`src/rtl/skew_pkg.sv`:
```
// Shared types for the skew monitor: window FSM states and the default counter width.
package skew_pkg;

   localparam int CNT_W_DEF = 8;

   typedef logic [CNT_W_DEF-1:0] cnt_t;

   typedef enum logic [1:0] {
      IDLE,
      ARMED,
      COLLECT,
      REPORT
   } state_t;

endpackage

```
`src/rtl/skew_monitor_edge_rise.sv`:
```
// Vector rising-edge detector; history resets high so levels already asserted at reset release are ignored.
module edge_rise #(
   parameter int W = 4
) (
   input  logic         clk,
   input  logic         rst_n,
   input  logic [W-1:0] sig_i,
   output logic [W-1:0] rise_o
);

   logic [W-1:0] prev_q;

   always_ff @(posedge clk) begin
      if (!rst_n) begin
         prev_q <= '1;
      end else begin
         prev_q <= sig_i;
      end
   end

   assign rise_o = sig_i & ~prev_q;

endmodule

```
`src/rtl/skew_monitor.sv`:
```
// Cycle-accurate arrival-skew monitor: opens a window on the first strobe edge, times the rest,
// and reports skew, per-channel offsets and a violation flag once per window.
module skew_monitor
   import skew_pkg::*;
#(
   parameter int N_CH    = 4,
   parameter int CNT_W   = CNT_W_DEF,
   parameter int TIMEOUT = 32
) (
   input  logic                  clk,
   input  logic                  rst_n,
   input  logic                  en,
   input  logic [N_CH-1:0]       sig_in,
   input  logic [CNT_W-1:0]      max_skew,
   output logic                  result_valid,
   output logic [CNT_W-1:0]      skew_cycles,
   output logic                  violation,
   output logic [N_CH-1:0]       missing_mask,
   output logic [N_CH*CNT_W-1:0] arr_time
);

   typedef logic [CNT_W-1:0] count_t;
   localparam count_t TIMEOUT_C = count_t'(TIMEOUT);

   state_t          state_q, state_d;
   count_t          cnt_q, cnt_d;
   count_t          last_q, last_d;
   count_t          maxSkew_q, maxSkew_d;
   logic [N_CH-1:0] arrived_q, arrived_d;
   count_t          work_q [N_CH];
   count_t          work_d [N_CH];
   logic [N_CH-1:0] rise;
   logic            goReport;
   logic            timedOut;

   logic                  validOut_q;
   count_t                skewOut_q, skewOut_d;
   logic                  violOut_q, violOut_d;
   logic [N_CH-1:0]       missOut_q, missOut_d;
   logic [N_CH*CNT_W-1:0] arrOut_q, arrOut_d;

   edge_rise #(.W(N_CH)) uEdgeRise (
      .clk    (clk),
      .rst_n  (rst_n),
      .sig_i  (sig_in),
      .rise_o (rise)
   );

   // Window sequencing: goReport marks the cycle whose edges complete (or time out) the window.
   always_comb begin
      state_d   = state_q;
      cnt_d     = cnt_q;
      last_d    = last_q;
      maxSkew_d = maxSkew_q;
      arrived_d = arrived_q;
      work_d    = work_q;
      goReport  = 1'b0;
      timedOut  = 1'b0;
      unique case (state_q)
         IDLE: begin
            if (en) state_d = ARMED;
         end
         ARMED: begin
            if (!en) begin
               state_d = IDLE;
            end else if (|rise) begin
               maxSkew_d = max_skew;
               arrived_d = rise;
               last_d    = '0;
               cnt_d     = count_t'(1);
               for (int i = 0; i < N_CH; i++) begin
                  if (rise[i]) work_d[i] = '0;
               end
               if (&rise) begin
                  state_d  = REPORT;
                  goReport = 1'b1;
               end else begin
                  state_d = COLLECT;
               end
            end
         end
         COLLECT: begin
            if (!en) begin
               state_d   = IDLE;
               arrived_d = '0;
               cnt_d     = '0;
               last_d    = '0;
            end else begin
               for (int i = 0; i < N_CH; i++) begin
                  if (rise[i] && !arrived_q[i]) begin
                     work_d[i] = cnt_q;
                     last_d    = cnt_q;
                  end
               end
               arrived_d = arrived_q | rise;
               if (&arrived_d) begin
                  state_d  = REPORT;
                  goReport = 1'b1;
               end else if (cnt_q == TIMEOUT_C) begin
                  state_d  = REPORT;
                  goReport = 1'b1;
                  timedOut = 1'b1;
               end else begin
                  cnt_d = cnt_q + count_t'(1);
               end
            end
         end
         REPORT: begin
            state_d   = en ? ARMED : IDLE;
            arrived_d = '0;
            cnt_d     = '0;
            last_d    = '0;
         end
         default: state_d = IDLE;
      endcase
   end

   // Report values are computed from next-state so they land in the same cycle as result_valid.
   always_comb begin
      skewOut_d = timedOut ? TIMEOUT_C : last_d;
      missOut_d = ~arrived_d;
      violOut_d = (skewOut_d > maxSkew_d) | (|missOut_d);
      arrOut_d  = '0;
      for (int i = 0; i < N_CH; i++) begin
         arrOut_d[i*CNT_W +: CNT_W] = arrived_d[i] ? work_d[i] : '0;
      end
   end

   always_ff @(posedge clk) begin
      if (!rst_n) begin
         state_q    <= IDLE;
         cnt_q      <= '0;
         last_q     <= '0;
         maxSkew_q  <= '0;
         arrived_q  <= '0;
         for (int i = 0; i < N_CH; i++) work_q[i] <= '0;
         validOut_q <= 1'b0;
         skewOut_q  <= '0;
         violOut_q  <= 1'b0;
         missOut_q  <= '0;
         arrOut_q   <= '0;
      end else begin
         state_q    <= state_d;
         cnt_q      <= cnt_d;
         last_q     <= last_d;
         maxSkew_q  <= maxSkew_d;
         arrived_q  <= arrived_d;
         for (int i = 0; i < N_CH; i++) work_q[i] <= work_d[i];
         validOut_q <= goReport;
         if (goReport) begin
            skewOut_q <= skewOut_d;
            violOut_q <= violOut_d;
            missOut_q <= missOut_d;
            arrOut_q  <= arrOut_d;
         end
      end
   end

   assign result_valid = validOut_q;
   assign skew_cycles  = skewOut_q;
   assign violation    = violOut_q;
   assign missing_mask = missOut_q;
   assign arr_time     = arrOut_q;

endmodule

```
`config.mk`:
```
export PLATFORM = sky130hd
export DESIGN_NAME = skew_monitor
export DESIGN_NICKNAME = d
export VERILOG_FILES = /design/src/rtl/skew_pkg.sv /design/src/rtl/skew_monitor_edge_rise.sv /design/src/rtl/skew_monitor.sv
export SDC_FILE = /design/constraint.sdc
export NUM_CORES = 1
export LEC_CHECK = 0
export CORE_ASPECT_RATIO = 1.5
export CORE_MARGIN = 3
export CORE_UTILIZATION = 49
export DETAILED_ROUTE_END_ITERATION = 12
export DONT_BUFFER_PORTS = 1
export GPL_ROUTABILITY_DRIVEN = 0
export HOLD_SLACK_MARGIN = 0.06
export SYNTH_ARGS = -nofsm -noshare
export SYNTH_HDL_FRONTEND = slang
export SYNTH_SLANG_ARGS = --single-unit
```
`constraint.sdc`:
```
create_clock -name clk -period 3.1 [get_ports clk]
set_input_delay 0.465 -clock clk [delete_from_list [all_inputs] [get_ports clk]]
set_output_delay 0.465 -clock clk [all_outputs]
set_load 0.005 [all_outputs]
```
* After elaboration in Yosys (flattened, before gate mapping)
Cells that the tools add are included.
Storage, ports and cells: output and inout bits 46, bits in registers 112
Cells by class: mux-type cells 57, bitwise gates (word level) 5, eq/ne operators 11, $add $sub $neg 1, reductions and logical operators 16, magnitude comparators 1
Operators by type and width (count):
- $mux 8 | 28
- $mux 32 | 3
- $pmux 32 s2 | 1
- $pmux 8 s3 | 2
- $mux 2 | 6
- $mux 4 | 3
- $pmux 4 s3 | 1
- $mux 1 | 11
- $ne 3x3->1 const B | 3
- $add 8x1->8 const B | 1
- $eq 8x6->1 const B | 1
- $gt 8x8->1 | 1
- $not 4->4 | 2
- $pmux 2 s4 | 1
- $reduce_and 4->1 | 2
- $reduce_or 4->1 | 2
- $ne 2x2->1 const B | 3
- $reduce_and 5->1 | 1
- $and 4x4->4 | 1
- $eq 2x2->1 const B | 2
- $logic_and 1x1->1 | 4
- $logic_not 1->1 | 4
- $ne 4x4->1 const B | 1
- $or 4x4->4 | 1
- 6 further kinds | 6

* Depth between registers and ports, before layout
depth in word-level cells 12, depth in mapped cells 15

* Cells and area by module
Synthesis repeated with hierarchy kept, for this count alone.
Unflattened totals: cell total of the unflattened synthesis 481, area, all modules 4683.2 um^2
Modules (own cells, without submodules):
- skew_monitor | area each 4523.1 um^2, times used 1, sequential area each 2162.1 um^2, cells an instance 469
- edge_rise | area each 160.2 um^2, times used 1, sequential area each 80.1 um^2, cells an instance 12

* Worst setup path before layout
No wires, ideal clock.
path kind input-to-reg, start input port sig_in[0], end register violOut_q (netlist: violation), library setup time 120 ps, data arrival time 2717 ps, slack 263 ps, stages on the path 11, cells stage by stage or3b_1 -> o2111a_1 -> a221o_1 -> buf_2 -> a22oi_1 -> nor2_1 -> ha_1 -> nand4_1 -> o21ai_0 -> o2111ai_1 -> o31a_1
Between the ends: cells in the longest elaborated chain, start to end 11
RTL lines:
- from (decl) | RTL line skew_monitor.sv:13 | input logic [N_CH-1:0] sig_in,
- $and 4x4->4 * | RTL line skew_monitor_edge_rise.sv:21 | assign rise_o = sig_i & ~prev_q;
- $logic_and 1x1->1 | RTL line skew_monitor.sv:90 | if (rise[i] && !arrived_q[i]) begin
- $mux 8 (4 in series) | RTL line skew_monitor.sv:90
- $mux 8 | RTL line skew_monitor.sv:83 | if (!en) begin
- $pmux 8 s3 | RTL line skew_monitor.sv:59 | unique case (state_q)
- $mux 8 * | RTL line skew_monitor.sv:120 | skewOut_d = timedOut ? TIMEOUT_C : last_d;
- via skewOut_d[3] | RTL line skew_monitor.sv:37 | count_t skewOut_q, skewOut_d;
- $gt 8x8->1 * | RTL line skew_monitor.sv:122 | violOut_d = (skewOut_d > maxSkew_d) | (|missOut_d);
- $or 1x1->1 * | RTL line skew_monitor.sv:122
- to (signal assigned) | RTL line skew_monitor.sv:152 | violOut_q <= violOut_d;
- to (decl) | RTL line skew_monitor.sv:38 | logic violOut_q, violOut_d;
The timed path passes the listed nets; every way through them passes the cells marked *. A chain may end at the register's enable or synchronous reset.

* Worst setup path after layout
start register arrived_q[0], end register violOut_q (netlist: violation)
Between the ends: cells in the longest elaborated chain, start to end 11
RTL lines:
- from (decl) | RTL line skew_monitor.sv:29 | logic [N_CH-1:0] arrived_q, arrived_d;
- from (signal assigned) | RTL line skew_monitor.sv:147 | arrived_q <= arrived_d;
- $logic_not 1->1 | RTL line skew_monitor.sv:90
- $logic_and 1x1->1 | RTL line skew_monitor.sv:90
- $mux 8 (4 in series) | RTL line skew_monitor.sv:90
- $mux 8 | RTL line skew_monitor.sv:83
- $pmux 8 s3 | RTL line skew_monitor.sv:59
- $mux 8 | RTL line skew_monitor.sv:120
- $gt 8x8->1 | RTL line skew_monitor.sv:122
- $or 1x1->1 | RTL line skew_monitor.sv:122
Several ways; a longest one is shown, not always the timed one.

==> key figures <==
Outcome
  – Status: finished, final reports clean

Timing
  – Slew headroom: 36.3%
  – Final hold vios: 0
  – Finish-stage setup viols: 0
  – Final Cycle Share: a little over nine tenths
  – Slew Viols, Final: 0
  – Worst-Margin Slew: 0.954 ns
  – Layout Skew: 0.00651 ns
  – Fmax: between 300 and 400 MHz
  – Fin crit period: between 2 and 3 ns
  – Setup TNS Final: 0 ns

Pwr
  – Total power: 2880 µW
  – Switching Power: 705 µW
  – Power per Cell Area: 546 nW/µm²
  – Combinational share of power: 8.5%
  – Worst vdd ir: 0.330 mV
  – Sw frac: 24.5%
  – LEAKAGE: 0.00204 µW
  – Clock share of power: between 40% and 50%
  – Internal power: 2170 µW
  – Sequential power share: 50.7%

Setup path
  – CP Depth: 13
  – Critical path data required time: around 3.3 ns
  – Buf/Inv on CP: 2
  – Crit. End Element: register
  – Critical path type: reg2reg
  – Worst Setup Start Kind: register
  – Cells on worst reg2reg path: 13
  – CP Max Fanout: 7
  – Worst Path Arrival: around 3.2 ns
  – Crit-path cells: or3b_1 > o2111a_2 > a221o_2 > buf_2 > a22o_1 > nand2b_1 > ha_1 > inv_1 > a21oi_1 > o21ai_0 > nand3b_1 > o2111ai_1 > o31a_1
  – Slowest CP cell: a221o_2
  – Crit-path leading delay family: compound AO/OA/AOI/OAI gates
  – CP max stage delay: around 0.44 ns

Finish
  – Layout cell share with drive strength beyond 1: 10.8%
  – Core Util, Final: a little under three fifths
  – Fillers: 846
  – Commonest non-fill, non-tap cell in the layout: dfxtp_1
  – Fin area: 5270 µm²
  – Area delta synth->final: 9.37%
  – Highest-count cells in the layout ignoring fill and taps: dfxtp_1, nor2_1, nand2_1, a21oi_1, buf_4
  – Antenna cells: 0
  – # nets final: approximately 550
  – Non-filler cells, final: roughly 640

Die
  – Core Footprint: around 9400 µm²
  – Die Ht: 127 µm
  – Die X: about 87 µm
  – Number of core rows: 43
  – Io pins: 61
  – Starting Density: 51.2%
  – Die area: between 10000 and 15000 µm²

Routing
  – DRC: 0
  – First drt pass iteration count: 4
  – Via count: 3797
  – Final WL: around 12000 µm
  – DRT iter0 DRCs: 217
  – Final ANT Viol Nets: 0
  – Routed len/inst: around 19 µm
  – DR vias/cell: 5.94

Min path
  – WHS Path Cells: 1
  – Hold Path Class: in2reg

Yosys
  – EDFF count, synth: 0
  – Yosys top cell area share: 46.5%
  – Async S/R FF share, synth: 0%
  – Synth Instances: approximately 520
  – Mapped Nets: 553
  – Synth Flop Type: dfxtp_1
  – Largest cells by area after synthesis: dfxtp_1, nor2_1, ha_1
  – Synthesized flop and latch total: between 100 and 150
  – Ys Warns: 0
  – Post-synth top area cell: dfxtp_1
  – Yosys cell types: 57
  – Seq/Total Area, Yosys: 46.5%
  – Post-synthesis cell area: about 4800 µm²
  – Avg Cell Area, Syn: 9.21 µm²

Global route
  – Largest net degree at the start of global routing: 43
  – Gr usage total: between 20% and 30%
  – Number of global-route vias before repair: 3643
  – Overflow after GRT: 0
  – Initial antenna violation count: 0
  – First-pass GRT wire length: 18800 µm

Clock tree
  – H-tree depth: 3
  – CTS tree: done
  – TritonCTS Buffers: 9
  – Worst-skew pair later-pin latency: about 0.35 ns
  – Clk sinks: 112
  – Clock slew at reported path FFs: approximately 0.070 ns
  – CTS root buf: clkbuf_16
  – CTS Buffer Depth: 2
  – Hold_buf cts: 0

Run
  – Max_cap viols: 0

Placed design
  – Inst Count DP: 621
  – DPL Wire Length: about 8400 µm
  – Post-Place Cell Area: roughly 4900 µm²
  – Port bufs: 0
## metal layers
metal  part of all wire (%)  wire, µm  up-vias  global-route usage (%)
met5                      0         0        -                       0
met4                    4.1       484        0                    12.1
met3                    5.5       649       31                    5.68
met2                     49      5790      113                    35.6
met1                     42      4940     1790                    26.1
li1                       -         -     1863                       -
## repair_timing
item,4_1_cts,5_1_grt
buffers inserted,0,2
gates resized for setup,0,3
endpoints found under the setup margin,0,5
## stage by stage
stage | setup WS [ns] | hold WS [ns]
detailed placement | 0.0433 | 0.452
global placement | 0.122 | 0.445
global route | -0.000188 | 0.185
finish | 0.190 | 0.199
floorplan | 0.263 | 0.435
CTS | 0.0974 | 0.184
## power by group through the flow
stage / sequential (µW) / combinational [µW] / clock [µW]
finish: 1460 / 246 / 1170
CTS: 1460 / 235 / 1210
global route: 1460 / 268 / 1270
detailed placement: 1490 / 234 / 0
global placement: 1490 / 229 / 0
floorplan: 1490 / 180 / 0
## area by class of cell
class	instances	area, µm²	area share, %
multi-input cells	356	2340	44.3
flip-flops and latches	112	2240	42.6
clock buffers	10	229	4.34
repair buffers	23	170	3.23
well taps	112	140	2.66
clock inverters	6	76.3	1.45
inverters	20	75.1	1.42
## state kept, by name, summed over array words and instances (netlist names)
name              flops
arr_time             32
arrived_q             4
cnt_q                 8
last_q                8
maxSkew_q             8
missing_mask          4
result_valid          1
skew_cycles           8
state_q               2
uEdgeRise.prev_q      4
violation             1
work_q               32
## path summary, 6_finish.rpt
path | start | to | slack, ns
worst min-delay path | rst_n | uEdgeRise.prev_q[0] | 0.20
worst max-delay path | arrived_q[0] | violation | 0.19
worst max register to register | arrived_q[0] | violation | 0.19
worst min register to register | work_q[28] | work_q[28] | 0.46
## cells in the mapped netlist, types with 3 or more instances
| cell | number |
|---|---|
| dfxtp_1 | 112 |
| nor2_1 | 58 |
| nand2_1 | 45 |
| a21oi_1 | 27 |
| clkbuf_1 | 20 |
| inv_1 | 20 |
| a22o_1 | 19 |
| and2_1 | 18 |
| o21ai_0 | 18 |
| nand2b_1 | 16 |
| ha_1 | 15 |
| a32oi_1 | 12 |
| a22oi_1 | 11 |
| buf_2 | 11 |
| a32o_1 | 8 |
| mux2i_1 | 8 |
| nand3_1 | 8 |
| o2bb2ai_1 | 8 |
| nor3_1 | 7 |
| a221o_1 | 6 |
| a211oi_1 | 5 |
| and3_1 | 5 |
| o21ai_1 | 5 |
| o22ai_1 | 5 |
| or3b_1 | 4 |
| nand3b_1 | 3 |
| nand4_1 | 3 |
| nor2b_1 | 3 |
| xnor2_1 | 3 |
## cell families (layout without fill, tap and decap cells)
kind of cell    Yosys count  count (layout)  share of synthesized area (%)
mux                      10              10                           2.13
simple gates            185             185                           19.3
buf+inv                  55              59                           5.04
flops                   112             112                           46.5
fa+ha+maj                15              15                           3.90
compound gates          143             143                           22.6
xor+xnor                  3               3                          0.545
Note: power is estimated with default switching activity, not from simulation.
==> edit: new RTL, config.mk and constraints unchanged <==
The parameter `N_CH` goes from 4 to 16.
--- a/src/rtl/skew_monitor.sv
+++ b/src/rtl/skew_monitor.sv
@@ -3,7 +3,7 @@
 module skew_monitor
    import skew_pkg::*;
 #(
-   parameter int N_CH    = 4,
+   parameter int N_CH    = 16,
    parameter int CNT_W   = CNT_W_DEF,
    parameter int TIMEOUT = 32
 ) (
Ports: changed (resized arr_time, missing_mask and sig_in); port bits go from 61 to 181. The function was not compared with the original's and may differ.
==> edit against the unedited design <==
Setup slack worse by 400 ps. Sequential cell count rose by 228. Synthesized area grew to 2.7 times the old value. The run now ends with setup timing left. Routed wire length rose to 3.2 times the old value. Highest routed layer unchanged. Non-clock buffer count rose by 98. Design area rose to 2.9 times the old value. Critical endpoint unchanged. Power grew to 3.1 times the old value. First-iteration DRC count grew to 2.9 times the old value.
==> edit: results (changes against the unedited design) <==
| Metric | Value |
|---|---|
| Outcome | `complete, but fails checks (was finished clean)` |
| Failing checks | `setup timing` |
| All-Layer GR Usage | `25.1% (was 22.0%)` |
| Worst Hold Launch | `rst_n (unchanged)` |
| # nets final | `1402 (was 552)` |
| Leak Pwr | `0.00574 µW (was 0.00204 µW)` |
| Synth top cells by count | `dfxtp_1, nor2b_1, a22oi_1, a32o_1, nand2_1 (was dfxtp_1, nor2_1, nand2_1, a21oi_1)` |
| WL/cell | `22.2 µm (was 18.6 µm)` |
| Critical Path AT | `3740 ps (was 3150 ps)` |
| Largest net degree at the start of global routing | `123 (was 43)` |
| Post-DP Area | `13900 µm² (was 4950 µm²)` |
| Sequential Area | `6810 µm² (was 2240 µm²)` |
| Final TNS setup | `-209 ps (was 0 ps)` |
| Initial antenna violation count | `0 (unchanged)` |
| Detailed placer's ending HPWL | `24.7 mm (was 8.37 mm)` |
| PnR worst setup slack | `-209 ps (was 190 ps)` |
| Synth Net Count | `1345 (was 553)` |
| Worst-Skew Late Latency | `570 ps (was 350 ps)` |
| Hold Crit Depth | `1 (unchanged)` |
| Vias in the first global route | `10200 (was 3643)` |
| Delay-heaviest family, CP | `simple AND/OR/NAND/NOR gates (was compound AO/OA/AOI/OAI gates)` |
| # setup viols final | `1 (was 0)` |
| Maximum fanout along the worst path | `6 (was 7)` |
| Antenna Diode Count | `0 (unchanged)` |
| Mean number of vias per cell | `5.97 (was 5.94)` |
| Slew @ Worst Pin | `983 ps (was 954 ps)` |
| Setup Skew | `8.63 ps (was 6.51 ps)` |
| Slowest stage cell on the critical path | `a2111oi_4 (was a221o_2)` |
| R2r startpoint | `uEdgeRise.prev_q[13] (was arrived_q[0])` |
| Post-synth cell types | `58 (was 57)` |
| DR iter-0 viols | `634 (was 217)` |
| Max VDD drop | `0.000530 V (was 0.000330 V)` |
| Layout cell share with drive strength beyond 1 | `13.4% (was 10.8%)` |
| Worst hold path type | `in2reg (unchanged)` |
| Synth area leaders | `dfxtp_1, a22oi_1, nor2b_1 (was dfxtp_1, nor2_1, ha_1)` |
| Fill cell count | `2278 (was 846)` |
| Place WS | `-421 ps (was 43.3 ps)` |
| DRT Pass-1 Iters | `5 (was 4)` |
| Max Buffers Root-to-Sink | `3 (was 2)` |
| Yosys Warn Count | `0 (unchanged)` |
| Critical Path Source | `uEdgeRise.prev_q[13] (was arrived_q[0])` |
| R2R depth | `16 (was 13)` |
| CP peak stage delay | `310 ps (was 440 ps)` |
| CTS H-Tree Depth | `1 (was 3)` |
| First-pass GRT wire length | `58.2 mm (was 18.8 mm)` |
| Root Driver | `clkbuf_16 (unchanged)` |
| Seq/Total Area, Yosys | `51.9% (was 46.5%)` |
| Inserted Clock Buffers | `31 (was 9)` |
| Clock transition at path regs | `70 ps (about the same)` |
edit: kinds of logic after synthesis:
kind of cell | count (synthesis) | share of synthesized area, %
buffers and inverters | 143 | 5.13
and+or+nand+nor | 371 | 16.1
DFF | 340 | 51.9
AOI/OAI and AO/OA | 414 | 24.0
adders and majority gates | 15 | 1.43
muxes | 14 | 1.07
xor gates and xnor gates | 6 | 0.401
edit: final cells by class:
class | count | area share (%)
Clock buffer | 42 | 5.69
Multi-Input combinational cell | 821 | 37.9
Tap cell | 333 | 2.73
Timing Repair Buffer | 121 | 6.88
Sequential cell | 340 | 44.6
Inverter | 45 | 1.11
Clock inverter | 13 | 1.01
edit: final timing paths:
kind             endpoint  slack, ps
min            work_q[12]        100
max reg2reg     violation       -210
max             violation       -210
min reg2reg  arr_time[97]        490
edit: report_power, final:
part	switching [µW]	leakage [µW]	internal, µW
clock network	1640	0.000504	2210
registers	13.4	0.00274	4390
logic	364	0.00250	211
total	2020	0.00574	6810
edit: per-stage QoR:
step	hold WS [ps]	cells
after detailed placement	476	1635
after CTS	61.2	1708
after global placement	476	1635
final	100	1715
after floorplan	445	1303
after global routing	86.7	1715
edit: routing by layer:
| metal | track usage [%] | wire, µm |
|---|---|---|
| met1 | 30.8 | 15600 |
| met2 | 43.9 | 19000 |
| met3 | 4.88 | 2310 |
| met4 | 9.14 | 1300 |
| met5 | 0 | 0 |
edit: what timing repair did:
item / CTS / global route
endpoints found under the hold margin: 92 / 0
resized for setup: 3 / 17
endpoints found under the setup margin: 1 / 90
cloned: 0 / 1
buffers inserted: 0 / 6
hold buffers: 18 / 0
pin swaps: 4 / 12
edit: worst reg2reg max path: cells and delay by family, from the launching register on:
| family | cells | cell delay, ps |
|---|---|---|
| flops | 1 | 300 |
| simple gates | 9 | 1510 |
| fa+ha+maj | 1 | 290 |
| buf+inv | 1 | 160 |
| compound gates | 5 | 910 |
